--- config.mk ---
export PLATFORM = sky130hd
export DESIGN_NAME = core_uart_tx
export DESIGN_NICKNAME = d
export VERILOG_FILES = /design/src/rtl/core_io_pkg.sv /design/src/rtl/word_fifo.sv /design/src/rtl/core_uart_tx.sv
export SDC_FILE = /design/constraint.sdc
export NUM_CORES = 1
export LEC_CHECK = 0
export ABC_AREA = 1
export BUFFER_PORTS_ARGS = -buffer_cell sky130_fd_sc_hd__clkbuf_2
export CAP_MARGIN = 10
export CORE_ASPECT_RATIO = 1.1
export CORE_MARGIN = 8
export CORE_UTILIZATION = 35
export CTS_BUF_LIST = sky130_fd_sc_hd__clkbuf_8 sky130_fd_sc_hd__clkbuf_16
export CTS_CLUSTER_SIZE = 24
export DETAILED_ROUTE_END_ITERATION = 8
export MAX_ROUTING_LAYER = met4
export PLACE_DENSITY_LB_ADDON = 0.15
export RECOVER_POWER = 25
export SKIP_CTS_REPAIR_TIMING = 1
export SYNTH_ARGS = -nofsm -noshare
export SYNTH_HDL_FRONTEND = slang
export SYNTH_SLANG_ARGS = --single-unit
--- constraint.sdc ---
create_clock -name Clock -period 5.6 [get_ports Clock]
set_input_delay 0.84 -clock Clock [delete_from_list [all_inputs] [get_ports Clock]]
set_output_delay 0.84 -clock Clock [all_outputs]
set_load 0.05 [all_outputs]
--- src/rtl/core_io_pkg.sv ---
// Shared types and constants for the core's serial output path.
// Holds the transmitter state encoding and the framing geometry.
package core_io_pkg;

  typedef enum logic [1:0] {
    IDLE  = 2'd0,
    START = 2'd1,
    DATA  = 2'd2,
    STOP  = 2'd3
  } tx_state_t;

  localparam int UART_BITS  = 8;
  localparam int WORD_BYTES = 2;
  localparam int WORD_W     = UART_BITS * WORD_BYTES;

endpackage

--- src/rtl/word_fifo.sv ---
// Synchronous word FIFO with registered full/empty flags.
// Pointers carry one extra wrap bit so full and empty are distinguishable.
module word_fifo #(
  parameter int WIDTH = 16,
  parameter int DEPTH = 4
) (
  input  logic             clock,
  input  logic             n_reset,
  input  logic             push,
  input  logic             pop,
  input  logic [WIDTH-1:0] wdata,
  output logic [WIDTH-1:0] rdata,
  output logic             full,
  output logic             empty
);

  localparam int AW = $clog2(DEPTH);
  localparam int PW = AW + 1;

  logic [WIDTH-1:0] mem [DEPTH];
  logic [PW-1:0]    wr_ptr;
  logic [PW-1:0]    rd_ptr;
  logic [PW-1:0]    wr_next;
  logic [PW-1:0]    rd_next;
  logic             do_push;
  logic             do_pop;

  // A push while full is refused even if a pop frees a slot on the same edge.
  assign do_push = push && !full;
  assign do_pop  = pop && !empty;

  always_comb begin
    wr_next = wr_ptr + PW'(do_push);
    rd_next = rd_ptr + PW'(do_pop);
  end

  always_ff @(posedge clock) begin
    if (!n_reset) begin
      wr_ptr <= '0;
      rd_ptr <= '0;
      full   <= 1'b0;
      empty  <= 1'b1;
    end else begin
      wr_ptr <= wr_next;
      rd_ptr <= rd_next;
      full   <= (wr_next[PW-1] != rd_next[PW-1]) &&
                (wr_next[AW-1:0] == rd_next[AW-1:0]);
      empty  <= (wr_next == rd_next);
    end
  end

  always_ff @(posedge clock) begin
    if (do_push) begin
      mem[wr_ptr[AW-1:0]] <= wdata;
    end
  end

  assign rdata = mem[rd_ptr[AW-1:0]];

endmodule

--- src/rtl/core_uart_tx.sv ---
// Serial output port: queues 16-bit core output words and sends each as
// two 8N1 bytes (high byte first) on Tx, running on the undivided clock.
module core_uart_tx
  import core_io_pkg::*;
#(
  parameter int CLKS_PER_BIT = 434,
  parameter int DEPTH        = 4
) (
  input  logic        Clock,
  input  logic        n_reset,
  input  logic        WriteOut,
  input  logic [15:0] DataOut,
  input  logic        ClearOvf,
  output logic        Full,
  output logic        Busy,
  output logic        Overflow,
  output logic        Tx,
  output logic [1:0]  dbg_state
);

  // Handshake: WriteOut is a one-cycle strobe with DataOut valid alongside it;
  // the word is taken on that edge only if Full was low before the edge,
  // otherwise it is lost and Overflow latches until ClearOvf.

  localparam int TW = (CLKS_PER_BIT > 1) ? $clog2(CLKS_PER_BIT) : 1;
  localparam int IW = $clog2(UART_BITS);
  localparam logic [TW-1:0] BIT_LAST = TW'(CLKS_PER_BIT - 1);
  localparam logic [IW-1:0] IDX_LAST = IW'(UART_BITS - 1);

  tx_state_t            state;
  logic [TW-1:0]        timer;
  logic [IW-1:0]        bit_idx;
  logic                 byte_lo;
  logic [UART_BITS-1:0] shreg;
  logic [UART_BITS-1:0] lo_byte;
  logic [WORD_W-1:0]    head;
  logic                 fifo_empty;
  logic                 fifo_full;
  logic                 bit_end;
  logic                 pop;
  logic                 ovf;

  assign bit_end = (timer == BIT_LAST);

  // Pop either from idle or straight out of the low byte's stop bit.
  assign pop = !fifo_empty &&
               ((state == IDLE) || ((state == STOP) && bit_end && byte_lo));

  word_fifo #(
    .WIDTH (WORD_W),
    .DEPTH (DEPTH)
  ) u_fifo (
    .clock   (Clock),
    .n_reset (n_reset),
    .push    (WriteOut),
    .pop     (pop),
    .wdata   (DataOut),
    .rdata   (head),
    .full    (fifo_full),
    .empty   (fifo_empty)
  );

  always_ff @(posedge Clock) begin
    if (!n_reset) begin
      state   <= IDLE;
      timer   <= '0;
      bit_idx <= '0;
      byte_lo <= 1'b0;
      shreg   <= '0;
      lo_byte <= '0;
      Tx      <= 1'b1;
    end else begin
      case (state)
        IDLE: begin
          timer <= '0;
          Tx    <= 1'b1;
          if (pop) begin
            shreg   <= head[WORD_W-1:UART_BITS];
            lo_byte <= head[UART_BITS-1:0];
            byte_lo <= 1'b0;
            Tx      <= 1'b0;
            state   <= START;
          end
        end
        START: begin
          if (bit_end) begin
            timer   <= '0;
            bit_idx <= '0;
            Tx      <= shreg[0];
            state   <= DATA;
          end else begin
            timer <= timer + TW'(1);
          end
        end
        DATA: begin
          if (bit_end) begin
            timer <= '0;
            if (bit_idx == IDX_LAST) begin
              bit_idx <= '0;
              Tx      <= 1'b1;
              state   <= STOP;
            end else begin
              bit_idx <= bit_idx + IW'(1);
              shreg   <= shreg >> 1;
              Tx      <= shreg[1];
            end
          end else begin
            timer <= timer + TW'(1);
          end
        end
        STOP: begin
          if (bit_end) begin
            timer <= '0;
            if (!byte_lo) begin
              shreg   <= lo_byte;
              byte_lo <= 1'b1;
              Tx      <= 1'b0;
              state   <= START;
            end else if (pop) begin
              shreg   <= head[WORD_W-1:UART_BITS];
              lo_byte <= head[UART_BITS-1:0];
              byte_lo <= 1'b0;
              Tx      <= 1'b0;
              state   <= START;
            end else begin
              byte_lo <= 1'b0;
              Tx      <= 1'b1;
              state   <= IDLE;
            end
          end else begin
            timer <= timer + TW'(1);
          end
        end
        default: begin
          timer <= '0;
          Tx    <= 1'b1;
          state <= IDLE;
        end
      endcase
    end
  end

  // Set beats clear when a dropped push and ClearOvf land on the same edge.
  always_ff @(posedge Clock) begin
    if (!n_reset) begin
      ovf <= 1'b0;
    end else if (WriteOut && fifo_full) begin
      ovf <= 1'b1;
    end else if (ClearOvf) begin
      ovf <= 1'b0;
    end
  end

  assign Full      = fifo_full;
  assign Overflow  = ovf;
  assign Busy      = (state != IDLE) || !fifo_empty;
  assign dbg_state = state;

endmodule

==> metrics.sh <==
SETUP_VIOL=0
CTS_MADE_BUFFERS=9
ANTENNA_FOUND_INITIAL=0
FINAL_SUM_OF_NEGATIVE_SETUP_SLACK_NS=0
CP-END-KIND='primary output'
PLACE.PORT_BUFFERS=25
SYNTH.FF_LATCH_COUNT=105
PRECTSSETUPSLACK_NS=3.27
INITIAL_CORE_UTIL_PCT=35.5
ANTENNA_CELLS_INSERTED=0
FIRST_PASS_GRT_WIRE_LENGTH_UM=15500
TIMING.SLEW.HEADROOM_PCT=38.9
CAP_VIOLATIONS=0
SYNTH_CELLS=441
SYNTH.NET_COUNT=474
SHARE_OF_LAYOUT_CELLS_ABOVE_DRIVE_STRENGTH_1_PCT=12.8
CRIT_CHAIN='inv_1 > ha_1 > nand2_1 > clkbuf_2'
POWER_DENSITY_nW_PER_UM2=498
PLACED_WIRE_LENGTH_ESTIMATE_AFTER_DETAILED_PLACEMENT_UM=6050
NUMCLOCKSINKS=105
DIE_WIDTH_UM=124
NUMBER_OF_HOLD_SLACK_VIOLATIONS_IN_THE_FINAL_TIMING_REPORT=0
STATUS='finished, final reports clean'
TYPE_OF_THE_MOST_CRITICAL_HOLD_PATH='reg -> reg'
SEQ_AREA_FRAC_SYNTH_PCT=61.6
LAYOUTNONFILLERINSTCOUNT=632
CP_MAX_FO=6
SYNTHESIS.YOSYS.WARNINGS=0
ACHIEVABLE-FREQUENCY_GHz=0.415
DR_TOTAL_VIAS=3094
DETAIL_ROUTE.WL_PER_CELL_UM=14.7
CTS.ROOT.BUFFER_CELL='sky130_fd_sc_hd__clkbuf_16'
AVERAGE_CELL_AREA_AFTER_SYNTHESIS_UM2=10.1
FINAL_CRITICAL_PATH_SETUP_SLACK_NS=3.19
FLOORPLAN.DIE.HEIGHT_UM=134
GROUTE.USAGE.OVERALL_PCT=12.3
FLOORPLAN.DIE_AREA_UM2=16600
POST_SYNTH_CELL_TYPES=34
WORSTPATHARRIVAL_NS=1.57
ROUTABILITY_CONGESTION=0.798
CRITPATHLAUNCH='dbg_state[0]'
DRT_PASS1_ITERATIONS=4
CLKTRANSATPATHREGS_NS=0.07
SYNTH_AREA_UM2=4450
LAYOUT.NETS=503
HOLD_PATH_STARTPOINT='Overflow'
PLACEMENT_ROWS=43
TRITONCTS='done'
TIMING.SETUP.CRITICAL_PATH_CLASS='reg -> out'
MAX_SLEW.WORST_PIN.SLEW_NS=0.915
POWER_mW=2.52
DR.FIRST_ITER.DRC_COUNT=121
WORSTSKEWPAIRLATENCY_NS=0.35
PART_OF_THE_CYCLE_THE_WORST_PATH_NEEDS_PCT=43.1
FIRST_GLOBAL_VIAS=3118
CRITPATHBUFINV=2
CTS.HTREE.LEVELS=3
GLOBAL_ROUTE.OVERFLOW_TOTAL=0
R2R_START='dbg_state[0]'
RSZ0062_AT_GRT='no'
FINALMAXSLEWVIOLATIONS=0
DRC=0
DP.CELLS=616
MAX-CLOCK-PATH-BUFFERS=2
TIMING.FINAL.CRIT_PERIOD_NS=2.41
FLOORPLAN.IO_PINS=26
TIMING.CRITICAL_PATH.SLOWEST_STAGE_CELL='sky130_fd_sc_hd__dfxtp_1'
SKEW_NS=0.00642
LAYOUT-AREA-OVERHEAD-VS-SYNTH_PCT=13.9
MAX_VDD_DROP_uV=364
VIAS_PER_CELL=4.90
CRIT_PATH_MAX_INCR_DELAY_NS=0.42
DETAIL_ROUTE.WIRELENGTH_UM=9270
CORE-AREA_UM2=12500
WORST-ENDPOINT-REQUIRED_NS=4.76
P_LEAK_nW=1.93
CP-START-KIND='flop'
POSTROUTEANTENNANETS=0
GRT_MAX_DEGREE=35
CRITPATHTOPFAMILY='flip-flops'
==> cell families (layout without fill, tap and decap cells) <==
logic type      after synthesis  after routing  share of synthesized area, %
xor+xnor                      5              5                         0.984
simple gates                155            155                          15.0
buf+inv                      55             89                          4.86
fa+ha+maj                    13             13                          3.65
flops                       105            105                          61.6
compound gates              108            108                          13.9
==> per-layer routing <==
metal / part of all wire [%] / global-route usage [%]
met5: 0 / -
met4: 1.9 / 6.10
met3: 4.5 / 2.44
met2: 48 / 19.4
met1: 46 / 14.8
==> worst paths after layout <==
kind              depth (start not counted)  slack (ns)           to
setup / recovery                          4        3.19         Busy
hold / removal                            2        0.46     Overflow
setup reg to reg                         12        3.27  u_fifo.full
hold reg to reg                           2        0.46     Overflow
==> Yosys cell counts <==
cell / number / area [um2]
sky130_fd_sc_hd__nand3_2: 1 / 10.0
sky130_fd_sc_hd__nor2_1: 70 / 263
sky130_fd_sc_hd__a21oi_2: 2 / 17.5
sky130_fd_sc_hd__buf_6: 1 / 11.3
sky130_fd_sc_hd__nor3b_1: 4 / 30.0
sky130_fd_sc_hd__nand2_2: 4 / 25.0
sky130_fd_sc_hd__nand2_1: 55 / 206
sky130_fd_sc_hd__xnor2_1: 4 / 35.0
sky130_fd_sc_hd__or2_2: 1 / 6.26
sky130_fd_sc_hd__a31oi_1: 1 / 6.26
sky130_fd_sc_hd__dfxtp_1: 41 / 821
sky130_fd_sc_hd__and3_1: 2 / 12.5
sky130_fd_sc_hd__nand2_4: 1 / 11.3
sky130_fd_sc_hd__inv_4: 1 / 6.26
sky130_fd_sc_hd__a21oi_1: 18 / 90.1
sky130_fd_sc_hd__nand4_1: 1 / 6.26
sky130_fd_sc_hd__ha_1: 13 / 163
sky130_fd_sc_hd__edfxtp_1: 64 / 1920
sky130_fd_sc_hd__clkbuf_1: 11 / 41.3
sky130_fd_sc_hd__nand3_1: 5 / 25.0
sky130_fd_sc_hd__o21ai_1: 9 / 45.0
sky130_fd_sc_hd__o211ai_2: 2 / 25.0
sky130_fd_sc_hd__o21a_1: 1 / 7.51
sky130_fd_sc_hd__o211ai_1: 7 / 52.6
sky130_fd_sc_hd__inv_2: 5 / 18.8
sky130_fd_sc_hd__nor2_4: 1 / 11.3
sky130_fd_sc_hd__o21ai_0: 52 / 260
sky130_fd_sc_hd__xor2_1: 1 / 8.76
sky130_fd_sc_hd__a22oi_4: 1 / 21.3
sky130_fd_sc_hd__nor2_2: 3 / 18.8
sky130_fd_sc_hd__nand3b_2: 1 / 11.3
sky130_fd_sc_hd__nor3_1: 6 / 30.0
sky130_fd_sc_hd__o22ai_1: 15 / 93.8
sky130_fd_sc_hd__inv_1: 37 / 139
==> layout by cell type (no fill, tap or decap), types with 3 or more instances in the layout <==
master                      netlist  layout
sky130_fd_sc_hd__nor2_1          70      70
sky130_fd_sc_hd__edfxtp_1        64      64
sky130_fd_sc_hd__nand2_1         55      55
sky130_fd_sc_hd__o21ai_0         52      52
sky130_fd_sc_hd__dfxtp_1         41      41
sky130_fd_sc_hd__inv_1           37      37
sky130_fd_sc_hd__a21oi_1         18      18
sky130_fd_sc_hd__o22ai_1         15      15
sky130_fd_sc_hd__ha_1            13      13
sky130_fd_sc_hd__clkbuf_2         0      13
sky130_fd_sc_hd__clkbuf_1        11      12
sky130_fd_sc_hd__o21ai_1          9       9
sky130_fd_sc_hd__clkbuf_16        0       9
sky130_fd_sc_hd__o211ai_1         7       7
sky130_fd_sc_hd__inv_2            5       5
sky130_fd_sc_hd__nand3_1          5       5
sky130_fd_sc_hd__buf_4            0       5
sky130_fd_sc_hd__nand2_2          4       4
sky130_fd_sc_hd__nor3_2           0       4
sky130_fd_sc_hd__xnor2_1          4       4
sky130_fd_sc_hd__nor3b_1          4       4
sky130_fd_sc_hd__nor2_2           3       3
==> sequential cells by signal, indices dropped and copies added (netlist names) <==
name,flops
lo_byte,8
timer,9
Tx,1
Overflow,1
shreg,8
byte_lo,1
u_fifo.mem,64
u_fifo.empty,1
bit_idx,3
u_fifo.rd_ptr,3
u_fifo.wr_ptr,3
u_fifo.full,1
dbg_state,2
==> cell type report <==
type / instances / area (um2)
Timing Repair Buffer: 30 / 148
Sequential cell: 105 / 2740
Inverter: 43 / 164
Clock buffer: 10 / 239
Tap cell: 157 / 196
Multi-Input combinational cell: 281 / 1510
Clock inverter: 6 / 66.3
Fill cell: 1242 / 7470
==> worst reg2reg max path: stages, from the launching register on <==
cell and delay, ns:
sky130_fd_sc_hd__dfxtp_1 0.42, sky130_fd_sc_hd__inv_1 0.11, sky130_fd_sc_hd__ha_1 0.22, sky130_fd_sc_hd__inv_1 0.12, sky130_fd_sc_hd__nand2_2 0.08, sky130_fd_sc_hd__nand2_4 0.18, sky130_fd_sc_hd__inv_1 0.08, sky130_fd_sc_hd__ha_1 0.18
sky130_fd_sc_hd__ha_1 0.30, sky130_fd_sc_hd__xor2_1 0.15, sky130_fd_sc_hd__nor3b_1 0.25, sky130_fd_sc_hd__nand2_1 0.09, sky130_fd_sc_hd__nor2_1 0.09
==> report_power, final <==
group / switching (mW) / internal [mW] / total (mW) / leakage [nW]
Clock: 0.279 / 0.360 / 0.639 / 0.153
Combinational: 0.618 / 0.285 / 0.902 / 0.853
Sequential: 0.0598 / 0.921 / 0.981 / 0.923
==> per-stage QoR <==
step / cell area (um2) / hold WS, ns / util, %
global route: 5070 / 0.500 / 40.4
global placement: 4780 / 0.446 / 38.1
finish: 5070 / 0.464 / 40.4
floorplan: 4450 / 0.433 / -
detailed placement: 4780 / 0.453 / 38.1
CTS: 5080 / 0.463 / 40.6
Power figures use the tool's default switching activity.
